## src/rtl/macc_pkg.sv

```systemverilog
// Shared constants and types for the windowed multiply-accumulate block.
// Build option: MACC_SAT_EN (see macc_sat) selects clamping of the result.
package macc_pkg;

    localparam int N_TAPS_DEF = 9;
    localparam int ACC_W_DEF  = 24;
    localparam int OUT_W_DEF  = 16;
    localparam int PROD_W     = 15;

    typedef enum logic [1:0] {
        ST_IDLE  = 2'd0,
        ST_ACCUM = 2'd1,
        ST_HOLD  = 2'd2
    } macc_state_e;

endpackage

```

## src/rtl/macc_sat.sv

```systemverilog
// Combinational reduction of the wide accumulator sum to the output width.
// Build option MACC_SAT_EN: defined -> clamp to the signed OUT_W range and flag it;
// undefined -> keep the low OUT_W bits (two's-complement wrap), flag tied low.
module macc_sat
    import macc_pkg::*;
#(
    parameter int ACC_W = ACC_W_DEF,
    parameter int OUT_W = OUT_W_DEF
) (
    input  logic signed [ACC_W-1:0] i_sum,
    output logic        [OUT_W-1:0] o_res,
    output logic                    o_sat
);

`ifdef MACC_SAT_EN
    localparam logic signed [ACC_W-1:0] LP_MAX = {{(ACC_W-OUT_W+1){1'b0}}, {(OUT_W-1){1'b1}}};
    localparam logic signed [ACC_W-1:0] LP_MIN = ~LP_MAX;

    // Clamp to the representable signed output range.
    always_comb begin
        o_res = i_sum[OUT_W-1:0];
        o_sat = 1'b0;
        if (i_sum > LP_MAX) begin
            o_res = LP_MAX[OUT_W-1:0];
            o_sat = 1'b1;
        end else if (i_sum < LP_MIN) begin
            o_res = LP_MIN[OUT_W-1:0];
            o_sat = 1'b1;
        end
    end
`else
    // Upper sum bits are intentionally dropped in the wrapping build.
    logic w_unused_hi;
    assign w_unused_hi = ^i_sum[ACC_W-1:OUT_W];
    assign o_res       = i_sum[OUT_W-1:0];
    assign o_sat       = 1'b0;
`endif

endmodule

```

## src/rtl/macc_accumulator.sv

```systemverilog
// Window accumulator: sums N_TAPS signed products, then holds the reduced
// result until downstream accepts it. Build option MACC_SAT_EN (in macc_sat).
//
// state    | meaning
// ST_IDLE  | waiting for first product of a window
// ST_ACCUM | window partially summed, waiting for more products
// ST_HOLD  | result valid on o_acc/o_sat, waiting for i_ready
module macc_accumulator
    import macc_pkg::*;
#(
    parameter int N_TAPS = N_TAPS_DEF,
    parameter int ACC_W  = ACC_W_DEF,
    parameter int OUT_W  = OUT_W_DEF
) (
    input  logic              clk,
    input  logic              rst,
    input  logic              i_clear,
    input  logic              i_valid,
    input  logic [PROD_W-1:0] i_mul,
    output logic              o_ready,
    output logic              o_valid,
    input  logic              i_ready,
    output logic [OUT_W-1:0]  o_acc,
    output logic              o_sat
);

    localparam logic [7:0] LP_LAST = 8'(N_TAPS);

    macc_state_e             r_state;
    logic [7:0]              r_cnt;
    logic signed [ACC_W-1:0] r_acc;
    logic [OUT_W-1:0]        r_res;
    logic                    r_sat;

    logic                    w_beat;
    logic                    w_last;
    logic [7:0]              w_cnt_next;
    logic signed [ACC_W-1:0] w_mul_ext;
    logic signed [ACC_W-1:0] w_sum;
    logic [OUT_W-1:0]        w_res;
    logic                    w_sat;

    assign o_ready    = (r_state != ST_HOLD);
    assign o_valid    = (r_state == ST_HOLD);
    assign o_acc      = r_res;
    assign o_sat      = r_sat;

    assign w_beat     = i_valid & o_ready;
    assign w_mul_ext  = ACC_W'($signed(i_mul));
    // The first beat of a window loads rather than adds, so no separate clear is needed.
    assign w_sum      = (r_state == ST_IDLE) ? w_mul_ext : (r_acc + w_mul_ext);
    assign w_cnt_next = (r_state == ST_IDLE) ? 8'd1 : (r_cnt + 8'd1);
    assign w_last     = (w_cnt_next == LP_LAST);

    macc_sat #(
        .ACC_W (ACC_W),
        .OUT_W (OUT_W)
    ) u_sat (
        .i_sum (w_sum),
        .o_res (w_res),
        .o_sat (w_sat)
    );

    // Window FSM, tap counter, accumulator and registered result.
    always_ff @(posedge clk) begin
        if (rst) begin
            r_state <= ST_IDLE;
            r_cnt   <= '0;
            r_acc   <= '0;
            r_res   <= '0;
            r_sat   <= 1'b0;
        end else begin
            case (r_state)
                ST_IDLE, ST_ACCUM: begin
                    if (i_clear) begin
                        r_state <= ST_IDLE;
                        r_cnt   <= '0;
                        r_acc   <= '0;
                    end else if (w_beat) begin
                        r_acc <= w_sum;
                        r_cnt <= w_cnt_next;
                        if (w_last) begin
                            r_state <= ST_HOLD;
                            r_res   <= w_res;
                            r_sat   <= w_sat;
                        end else begin
                            r_state <= ST_ACCUM;
                        end
                    end
                end
                ST_HOLD: begin
                    if (i_ready) begin
                        r_state <= ST_IDLE;
                        r_cnt   <= '0;
                    end
                end
                default: begin
                    r_state <= ST_IDLE;
                    r_cnt   <= '0;
                end
            endcase
        end
    end

endmodule

```

## config.mk

```make
export PLATFORM = sky130hd
export DESIGN_NAME = macc_accumulator
export DESIGN_NICKNAME = d
export VERILOG_FILES = /design/src/rtl/macc_pkg.sv /design/src/rtl/macc_sat.sv /design/src/rtl/macc_accumulator.sv
export SDC_FILE = /design/constraint.sdc
export NUM_CORES = 1
export LEC_CHECK = 0
export ABC_CLOCK_PERIOD_IN_PS = 2670
export BUFFER_PORTS_ARGS = -buffer_cell sky130_fd_sc_hd__buf_2
export CORE_UTILIZATION = 54
export CTS_BUF_LIST = sky130_fd_sc_hd__clkbuf_4
export DETAILED_ROUTE_END_ITERATION = 10
export PLACE_DENSITY = 0.79
export SLEW_MARGIN = 20
export SYNTH_ARGS = -nofsm -noshare
export SYNTH_HDL_FRONTEND = slang
export SYNTH_SLANG_ARGS = --single-unit
```

## constraint.sdc

```tcl
create_clock -name clk -period 2.67 [get_ports clk]
set_input_delay 0.534 -clock clk [delete_from_list [all_inputs] [get_ports clk]]
set_output_delay 0.534 -clock clk [all_outputs]
set_load 0.005 [all_outputs]
```

==> reports/qor.txt, run 1 <==
multiplexer share of the synthesized area = 0.03643
ranking of synthesized cells by area = dfxtp_1, ha_1, a21oi_1
most used routing layer = met2
number of antenna violations at the first check in global routing = 0
sequence of cells on the critical path = ha_1 -> fa_1 -> a21o_1 -> a311oi_1 -> o21ai_0 -> a211o_1 -> a41oi_1 -> nor3_1
Critical Path AT = 2.67 ns
pwr dens = 389.9 mW/mm^2
syn nets = 378
share of cells above drive strength 1 = 0.2057
Sw Share = 0.3074
worst skew pair latency = 0.36 ns
Worst Tran Pin Value = 0.5290 ns
CP Class = register to register
minimum clock period = 2.412 ns
vias in the first global route = 2484
power share of the sequential group = 0.524
Sw Pwr = 0.3786 mW
min-delay src = i_clear
placeable core region = 0.004880 mm^2
Worst Path Buf+Inv = 0
nets@finish = 420
Post-Synth XOR/XNOR Area = 0.02799
Antenna Nets Post-Route = 0
share of total power in the clock network = 0.269
combinational group share of total power = 0.206
CP peak stage delay = 0.40 ns
total CTS buffers = 5
Register Area = 840.8 um^2
setup bufs post-CTS = 0
Primary FF master, synth = dfxtp_1
vias per inst = 6.004
Pwr Total = 1.231 mW
Multi-input gate area = 0.001832 mm^2
Slew Viols, Final = 0
post_cts resized = 0
fin area = 0.003158 mm^2
crit start category = register
Remaining DRCs = 0
first-pass GRT wire length = 11320 um
Pint = 0.8529 mW
largest net degree at the start of global routing = 27
post-synthesis sequential area ratio = 0.2985
Post-CTS Hold Buffers = 0
FF-to-FF setup slack = 0.26 ns
die area = 0.005509 mm^2
met2 Use GR = 0.4465
Worst path top cell family by delay = compound AO/OA/AOI/OAI gates
1st-iter DRT viols = 207
VDD IR max = 222.4 uV
hold path depth = 2
Crit Reg-Reg Endpoint = o_acc[12]
CTS Buffer Depth = 2
TritonCTS clock tree = built
slew margin rel. = 0.6465
fin util = 0.6472
Seq cells post-synth = 42
Post-DP Area = 0.003099 mm^2
# Max-Cap Violations = 0
Synth Area in Adders = 0.07819
Worst R2R Start = r_acc[0]
GRT Overall Usage = 0.2664
asr flop ratio synth = 0
Starting Density = 0.5772
top-count cell post-synth = dfxtp_1
Die Height = 74.22 um
synthesized area = 0.002816 mm^2
crit share post-route = 0.9034
crit-path max FO = 3
P_leak = 1.310 nW
most instantiated cells after synthesis = dfxtp_1, nor2_1, a21oi_1, nand2_1
Final setup viols = 0
met1 Usage GRT = 0.3492
Hold Vio Cnt, Final = 0
RSZ-0062 raised after global routing = no
CP endpoint kind = register
root buffer cell = clkbuf_4
WL per Instance = 15.06 um
status = completed
std cell rows = 25
hold_ws = 0.4132 ns
Fill cells = 453
CP max stage cell = fa_1
WHS Endpoint = r_state[0]
Ys Warns = 0
PortBufs = 37
Vias = 2708
Horiz. Die Dim = 74.22 um
area fraction of the dominant cell type after synthesis = 0.2985
Placer Congestion = 0.9585
Worst Skew = 0.01693 ns
M3 GR Usage = 0.04607
HPWL after DPL = 5133 um
DR pass1 iterations = 4
Worst EP required = 2.92 ns
area leader, netlist = dfxtp_1
CTS clk-pin slew, worst paths = 0.14 ns
Max Freq = 414.6 MHz
final wirelength = 6790 um
ANT cells = 0
simple-gate share of the synthesized area = 0.2443
largest family of logic cells by synthesized area = compound AO/OA/AOI/OAI gates
residual overflow from global routing = 0
worst hold path type = input port to register
clk sink count = 42
EDFF count, synth = 0
synth-to-layout area growth = 12.13%
Ports = 39
Worst Reg2Reg Path Length in Cells = 8
synthesized area per cell = 8.259 um^2
htree depth = 2
Synth Area in Compound Gates = 0.2621
Cell variety after synth = 60
Syn Inst Count = 341
## worst reg2reg max path, delay by kind of cell, from the launching register on
kind,cells,cell delay (ns)
AOI/OAI and AO/OA,5,1.30
and+or+nand+nor,1,0.06
adders and majority gates,2,0.61
DFF,1,0.34
## cell families after synthesis
logic type	count (synthesis)
AOI/OAI and AO/OA	107
xor gates and xnor gates	9
adders and majority gates	17
buffers and inverters	26
DFF	42
muxes	10
other	1
and+or+nand+nor	129
## power groups by stage
| stage | registers (mW) | clock network, mW | logic (mW) |
|---|---|---|---|
| 3_5_place_dp | 0.660 | 0 | 0.250 |
| 3_3_place_gp | 0.659 | 0 | 0.246 |
| 4_1_cts | 0.646 | 0.345 | 0.252 |
| 6_report | 0.646 | 0.332 | 0.254 |
| 2_1_floorplan | 0.657 | 0 | 0.173 |
| 5_1_grt | 0.648 | 0.375 | 0.281 |
## metal layers
metal / routed length, um / part of all wire
met3: 364 / 0.054
met4: 127 / 0.019
met5: 0 / 0
met2: 3183 / 0.47
met1: 3115 / 0.46
## area by class of cell
type,count,share of cell area
clock buffer,6,0.01426
sequential,42,0.2662
clock inverter,2,0.004358
multi-input combinational,273,0.5800
inverter,6,0.007132
timing repair buffer,55,0.1014
tap,67,0.02655
## how the worst max path moves through the flow
| stage | start | end | slack, ns | cells past startpoint |
|---|---|---|---|---|
| finish | r_acc[0] | o_acc[12] | 0.26 | 8 |
| global route | r_acc[0] | o_acc[12] | 0.07 | 8 |
| CTS | r_acc[0] | o_acc[12] | 0.25 | 8 |
| detailed placement | i_mul[0] | o_acc[12] | -0.09 | 9 |
| global placement | i_mul[0] | o_acc[12] | -0.05 | 9 |
| floorplan | i_mul[0] | o_acc[10] | 0.15 | 8 |
## state kept, by name, indices dropped and copies added, names as in the netlist
| signal | count |
|---|---|
| o_acc | 16 |
| r_acc | 16 |
| r_cnt | 8 |
| r_state | 2 |
## placed cells by master, fill, tap and decap left out, types with 3 or more instances in the layout
cell type and n:
a22oi_1 9, a211oi_2 4, xnor2_1 6, nand4b_1 3, or3_1 6, a21oi_1 33
inv_1 6, nand2_1 26, a211oi_1 3, and2_1 3, nand3b_1 9, xor2_1 3
buf_4 18, nand4_1 6, or4_1 3, nand3_1 9, a211o_1 3, nor2_1 37
a21o_1 7, o211ai_1 7, clkbuf_4 6, mux2i_1 8, dfxtp_1 42, buf_2 37
a311oi_1 4, a41oi_1 3, ha_1 16, o221ai_1 3, nor3_1 6, o21ai_0 16
## through the flow
step / std cells / worst slack [ns] / setup TNS [ns]
2_1_floorplan: 341 / 0.1511 / 0
3_3_place_gp: 443 / -0.05173 / -0.09799
3_5_place_dp: 443 / -0.08811 / -0.3208
4_1_cts: 451 / 0.2464 / 0
5_1_grt: 451 / 0.07207 / 0
6_report: 451 / 0.2580 / 0
No activity file was read; power rests on OpenSTA's default activity.
==> run 2: changes to the inputs <==
- MAX_ROUTING_LAYER: default -> met4
==> reports/qor.txt, run 2 (synthesis gave the netlist of run 1 again) <==
slew margin rel. = 0.4999 (was 0.6465)
minimum clock period = 2.443 ns (was 2.412 ns)
HPWL after DPL = 5361 um (was 5133 um)
setup bufs post-CTS = 0 (unchanged)
Pwr Total = 1.338 mW (was 1.231 mW)
Antenna Nets Post-Route = 0 (unchanged)
residual overflow from global routing = 0 (unchanged)
Hold Vio Cnt, Final = 0 (unchanged)
pwr dens = 420.4 mW/mm^2 (was 389.9 mW/mm^2)
worst hold path type = input port to register (unchanged)
Starting Density = 0.5772 (unchanged)
std cell rows = 25 (unchanged)
GRT Overall Usage = 0.2846 (was 0.2664)
share of total power in the clock network = 0.324 (was 0.269)
1st-iter DRT viols = 206 (was 207)
P_leak = 1.320 nW (was 1.310 nW)
RSZ-0062 raised after global routing = no (unchanged)
combinational group share of total power = 0.193 (was 0.206)
Post-CTS Hold Buffers = 0 (unchanged)
crit share post-route = 0.9151 (was 0.9034)
Worst EP required = 2.90 ns (was 2.92 ns)
ANT cells = 0 (unchanged)
CTS Buffer Depth = 2 (unchanged)
Setup TNS = 0 ns (unchanged)
Sw Pwr = 0.3795 mW (was 0.3786 mW)
commonest non-fill, non-tap cells in the layout = dfxtp_1, nor2_1, buf_2 (unchanged)
Sw Share = 0.2837 (was 0.3074)
final wirelength = 7250 um (was 6790 um)
Slew Viols, Final = 0 (unchanged)
status = completed (unchanged)
share of cells above drive strength 1 = 0.2057 (unchanged)
CTS clk-pin slew, worst paths = 0.12 ns (was 0.14 ns)
Critical Path AT = 2.68 ns (was 2.67 ns)
post_cts resized = 0 (unchanged)
first-pass GRT wire length = 11780 um (was 11320 um)
root buffer cell = clkbuf_4 (unchanged)
Post-DP Area = 0.003099 mm^2 (unchanged)
placeable core region = 0.004880 mm^2 (unchanged)
nets@finish = 420 (unchanged)
CP Class = register to register (unchanged)
Pint = 0.9581 mW (was 0.8529 mW)
CP endpoint kind = register (unchanged)
total CTS buffers = 5 (unchanged)
worst skew pair latency = 0.36 ns (about the same)
WL per Instance = 16.08 um (was 15.06 um)
hold_ws = 0.4113 ns (was 0.4132 ns)
Final setup viols = 0 (unchanged)
htree depth = 2 (unchanged)
Worst Tran Pin Value = 0.7487 ns (was 0.5290 ns)
largest net degree at the start of global routing = 27 (unchanged)
Horiz. Die Dim = 74.22 um (unchanged)
PortBufs = 37 (unchanged)
commonest non-fill, non-tap cell in the layout = dfxtp_1 (unchanged)
Die Height = 74.22 um (unchanged)
crit start category = register (unchanged)
fin area = 0.003182 mm^2 (was 0.003158 mm^2)
# Max-Cap Violations = 0 (unchanged)
vias in the first global route = 2559 (was 2484)
Placer Congestion = 0.9999 (was 0.9585)
die area = 0.005509 mm^2 (unchanged)
synth-to-layout area growth = 12.97% (was 12.13%)
Remaining DRCs = 0 (unchanged)
DR pass1 iterations = 4 (unchanged)
vias per inst = 6.126 (was 6.004)
clk sink count = 42 (unchanged)
Ports = 39 (unchanged)
crit-path max FO = 3 (unchanged)
TritonCTS clock tree = built (unchanged)
Vias = 2763 (was 2708)
number of antenna violations at the first check in global routing = 0 (unchanged)
VDD IR max = 301.1 uV (was 222.4 uV)
Worst Skew = 0.007818 ns (was 0.01693 ns)
power share of the sequential group = 0.483 (was 0.524)
fin util = 0.6521 (was 0.6472)
Max Freq = 409.3 MHz (was 414.6 MHz)
-- run 2: cell count changes in the layout (fill, tap and decap cells not counted), sizes merged --
cell,delta
clkbuf,+1
clkinv,-2
bufinv,+1
-- run 2: metal layers --
metal	wire length (um)	GRT usage
met1	3223	0.3592
met2	3456	0.4667
met3	372	0.03523
met4	197	0.1048
met5	0	-
-- run 2: final timing paths --
check	startpoint	end	slack (ns)	depth (start not counted)
worst max-delay path	r_acc[0]	o_acc[12]	0.23	8
worst max register to register	r_acc[0]	o_acc[12]	0.23	8
worst min-delay path	i_clear	r_state[0]	0.41	2
worst min register to register	o_acc[8]	o_acc[8]	0.46	2
-- run 2: metrics by stage --
stage / setup WS [ns] / cells
floorplan: 0.1511 / 341
global placement: -0.04781 / 443
detailed placement: -0.09518 / 443
CTS: 0.2287 / 451
global route: 0.06177 / 451
finish: 0.2266 / 451
-- run 2: area by class of cell --
cell class	count	area, um^2
tap	67	83.83
clock buffer	7	52.55
inverter	6	22.52
sequential	42	840.8
clock inverter	1	30.03
timing repair buffer	55	320.3
multi-input combinational	273	1832
fill	480	1698
-- run 2: worst max-delay path, cell delays in order, from the launching register on --
cell and delay, ns:
dfxtp_1 0.34, ha_1 0.20, fa_1 0.39, a21o_1 0.21
a311oi_1 0.38, o21ai_0 0.19, a211o_1 0.34, a41oi_1 0.20
nor3_1 0.07
-- run 2: power groups by stage --
stage | sequential, mW | clock [mW] | combinational, mW
finish | 0.646 | 0.433 | 0.259
global route | 0.648 | 0.468 | 0.283
CTS | 0.646 | 0.442 | 0.255
detailed placement | 0.660 | 0 | 0.253
global placement | 0.659 | 0 | 0.247
floorplan | 0.657 | 0 | 0.173
==> run 3: changes to the inputs <==
- BUFFER_PORTS_ARGS: -buffer_cell sky130_fd_sc_hd__buf_2 -> -buffer_cell sky130_fd_sc_hd__clkbuf_2
- CORE_UTILIZATION: 54 -> 35
- PLACE_DENSITY: 0.79 -> default
==> reports/qor.txt, run 3 (synthesis gave the netlist of run 1 again) <==
Worst Tran Pin Value = 0.5116 ns (was 0.7487 ns)
Placer Congestion = 0.9459 (was 0.9999)
root buffer cell = clkbuf_4 (unchanged)
nets@finish = 422 (was 420)
CTS clk-pin slew, worst paths = 0.13 ns (was 0.12 ns)
Pwr Total = 1.237 mW (was 1.338 mW)
Critical Path AT = 2.64 ns (was 2.68 ns)
Die Height = 91.71 um (was 74.22 um)
VDD IR max = 146.1 uV (was 301.1 uV)
first-pass GRT wire length = 12610 um (was 11780 um)
Fill cells = 830 (was 480)
residual overflow from global routing = 0 (unchanged)
slew margin rel. = 0.6590 (was 0.4999)
total CTS buffers = 5 (unchanged)
Cell Count Post-Placement = 480 (was 443)
die area = 0.008410 mm^2 (was 0.005509 mm^2)
Non-Filler Instances = 487 (was 451)
crit start category = register (unchanged)
1st-iter DRT viols = 157 (was 206)
post_cts resized = 0 (unchanged)
Antenna Nets Post-Route = 0 (unchanged)
commonest non-fill, non-tap cell in the layout = dfxtp_1 (unchanged)
Remaining DRCs = 0 (unchanged)
status = completed (unchanged)
commonest non-fill, non-tap cells in the layout = dfxtp_1, nor2_1, clkbuf_2 (was dfxtp_1, nor2_1, buf_2)
crit share post-route = 0.8954 (was 0.9151)
Hold Vio Cnt, Final = 0 (unchanged)
CP Class = register to register (unchanged)
htree depth = 2 (unchanged)
Pint = 0.8514 mW (was 0.9581 mW)
minimum clock period = 2.391 ns (was 2.443 ns)
Setup TNS = 0 ns (unchanged)
std cell rows = 32 (was 25)
Worst Reg2Reg Path Length in Cells = 10 (was 8)
Final setup viols = 0 (unchanged)
# Max-Cap Violations = 0 (unchanged)
Sw Share = 0.3118 (was 0.2837)
Ports = 39 (unchanged)
Starting Density = 0.3626 (was 0.5772)
share of total power in the clock network = 0.266 (was 0.324)
hold path depth = 2 (unchanged)
DR pass1 iterations = 5 (was 4)
placeable core region = 0.007767 mm^2 (was 0.004880 mm^2)
Post-CTS Hold Buffers = 0 (unchanged)
RSZ-0062 raised after global routing = no (unchanged)
share of cells above drive strength 1 = 0.2078 (was 0.2057)
largest net degree at the start of global routing = 25 (was 27)
number of antenna violations at the first check in global routing = 0 (unchanged)
ANT cells = 0 (unchanged)
clk sink count = 42 (unchanged)
fin area = 0.003211 mm^2 (was 0.003182 mm^2)
Worst EP required = 2.91 ns (was 2.90 ns)
Worst Skew = 0.01437 ns (was 0.007818 ns)
power share of the sequential group = 0.522 (was 0.483)
final wirelength = 7557 um (was 7250 um)
combinational group share of total power = 0.212 (was 0.193)
GRT Overall Usage = 0.1937 (was 0.2846)
worst skew pair latency = 0.36 ns (about the same)
CTS Buffer Depth = 2 (unchanged)
vias per inst = 5.622 (was 6.126)
P_leak = 1.302 nW (was 1.320 nW)
TritonCTS clock tree = built (unchanged)
HPWL after DPL = 5722 um (was 5361 um)
Vias = 2738 (was 2763)
synth-to-layout area growth = 13.99% (was 12.97%)
vias in the first global route = 2605 (was 2559)
Post-DP Area = 0.003158 mm^2 (was 0.003099 mm^2)
PortBufs = 37 (unchanged)
CP endpoint kind = register (unchanged)
WL per Instance = 15.52 um (was 16.08 um)
Slew Viols, Final = 0 (unchanged)
setup bufs post-CTS = 0 (unchanged)
Max Freq = 418.3 MHz (was 409.3 MHz)
worst hold path type = input port to register (unchanged)
pwr dens = 385.4 mW/mm^2 (was 420.4 mW/mm^2)
crit-path max FO = 3 (unchanged)
Horiz. Die Dim = 91.71 um (was 74.22 um)
Sw Pwr = 0.3858 mW (was 0.3795 mW)
-- run 3: cell count changes in the layout (fill, tap and decap cells not counted), sizes merged --
cell      change
buf          -35
clkbuf       +36
clkinvlp      +1
bufinv        -1
-- run 3: metal layers --
metal | track usage | up-vias | wire length (um)
met5 | - | - | 0
met4 | 0.05208 | 0 | 121
met3 | 0.03068 | 9 | 337
met2 | 0.3208 | 60 | 3488
met1 | 0.2458 | 1300 | 3609
li1 | - | 1369 | -
-- run 3: power groups by stage --
stage               registers [mW]  clock network [mW]  logic, mW
floorplan                    0.657                   0      0.173
global placement             0.659                   0      0.258
detailed placement           0.660                   0      0.260
CTS                          0.646               0.339      0.261
global route                 0.648               0.366      0.291
finish                       0.646               0.329      0.262
-- run 3: through the flow --
| step | utilization | setup slack, ns | hold WS [ns] |
|---|---|---|---|
| 5_1_grt | 0.4133 | 0.1411 | 0.3833 |
| 6_report | 0.4133 | 0.2792 | 0.3932 |
| 4_1_cts | 0.4133 | 0.2735 | 0.3843 |
| 2_1_floorplan | - | 0.1511 | 0.4356 |
| 3_5_place_dp | 0.4066 | -0.04378 | 0.4529 |
| 3_3_place_gp | 0.4066 | -0.04881 | 0.4434 |
-- run 3: area by class of cell --
cell class	instances	area (um^2)	share of cell area
Timing Repair Buffer	57	335.3	0.1044
Tap cell	102	127.6	0.03975
Sequential cell	42	840.8	0.2619
Multi-Input combinational cell	273	1832	0.5705
Inverter	6	22.52	0.007015
Clock buffer	6	45.04	0.01403
Clock inverter	1	7.507	0.002338
-- run 3: path summary, 6_finish.rpt --
| check | slack (ns) | startpoint | to |
|---|---|---|---|
| worst max-delay path | 0.28 | r_acc[0] | r_acc[8] |
| worst min-delay path | 0.39 | i_clear | r_state[0] |
| worst max register to register | 0.28 | r_acc[0] | r_acc[8] |
| worst min register to register | 0.47 | o_acc[8] | o_acc[8] |
-- run 3: worst max-delay path, cell delays in order, from the launching register on --
cell      delay, ns
dfxtp_1        0.34
ha_1           0.20
fa_1           0.41
a21o_1         0.20
a311oi_1       0.28
buf_4          0.16
o21ai_0        0.10
buf_4          0.16
xor2_1         0.16
o211ai_1       0.19
a21oi_1        0.09
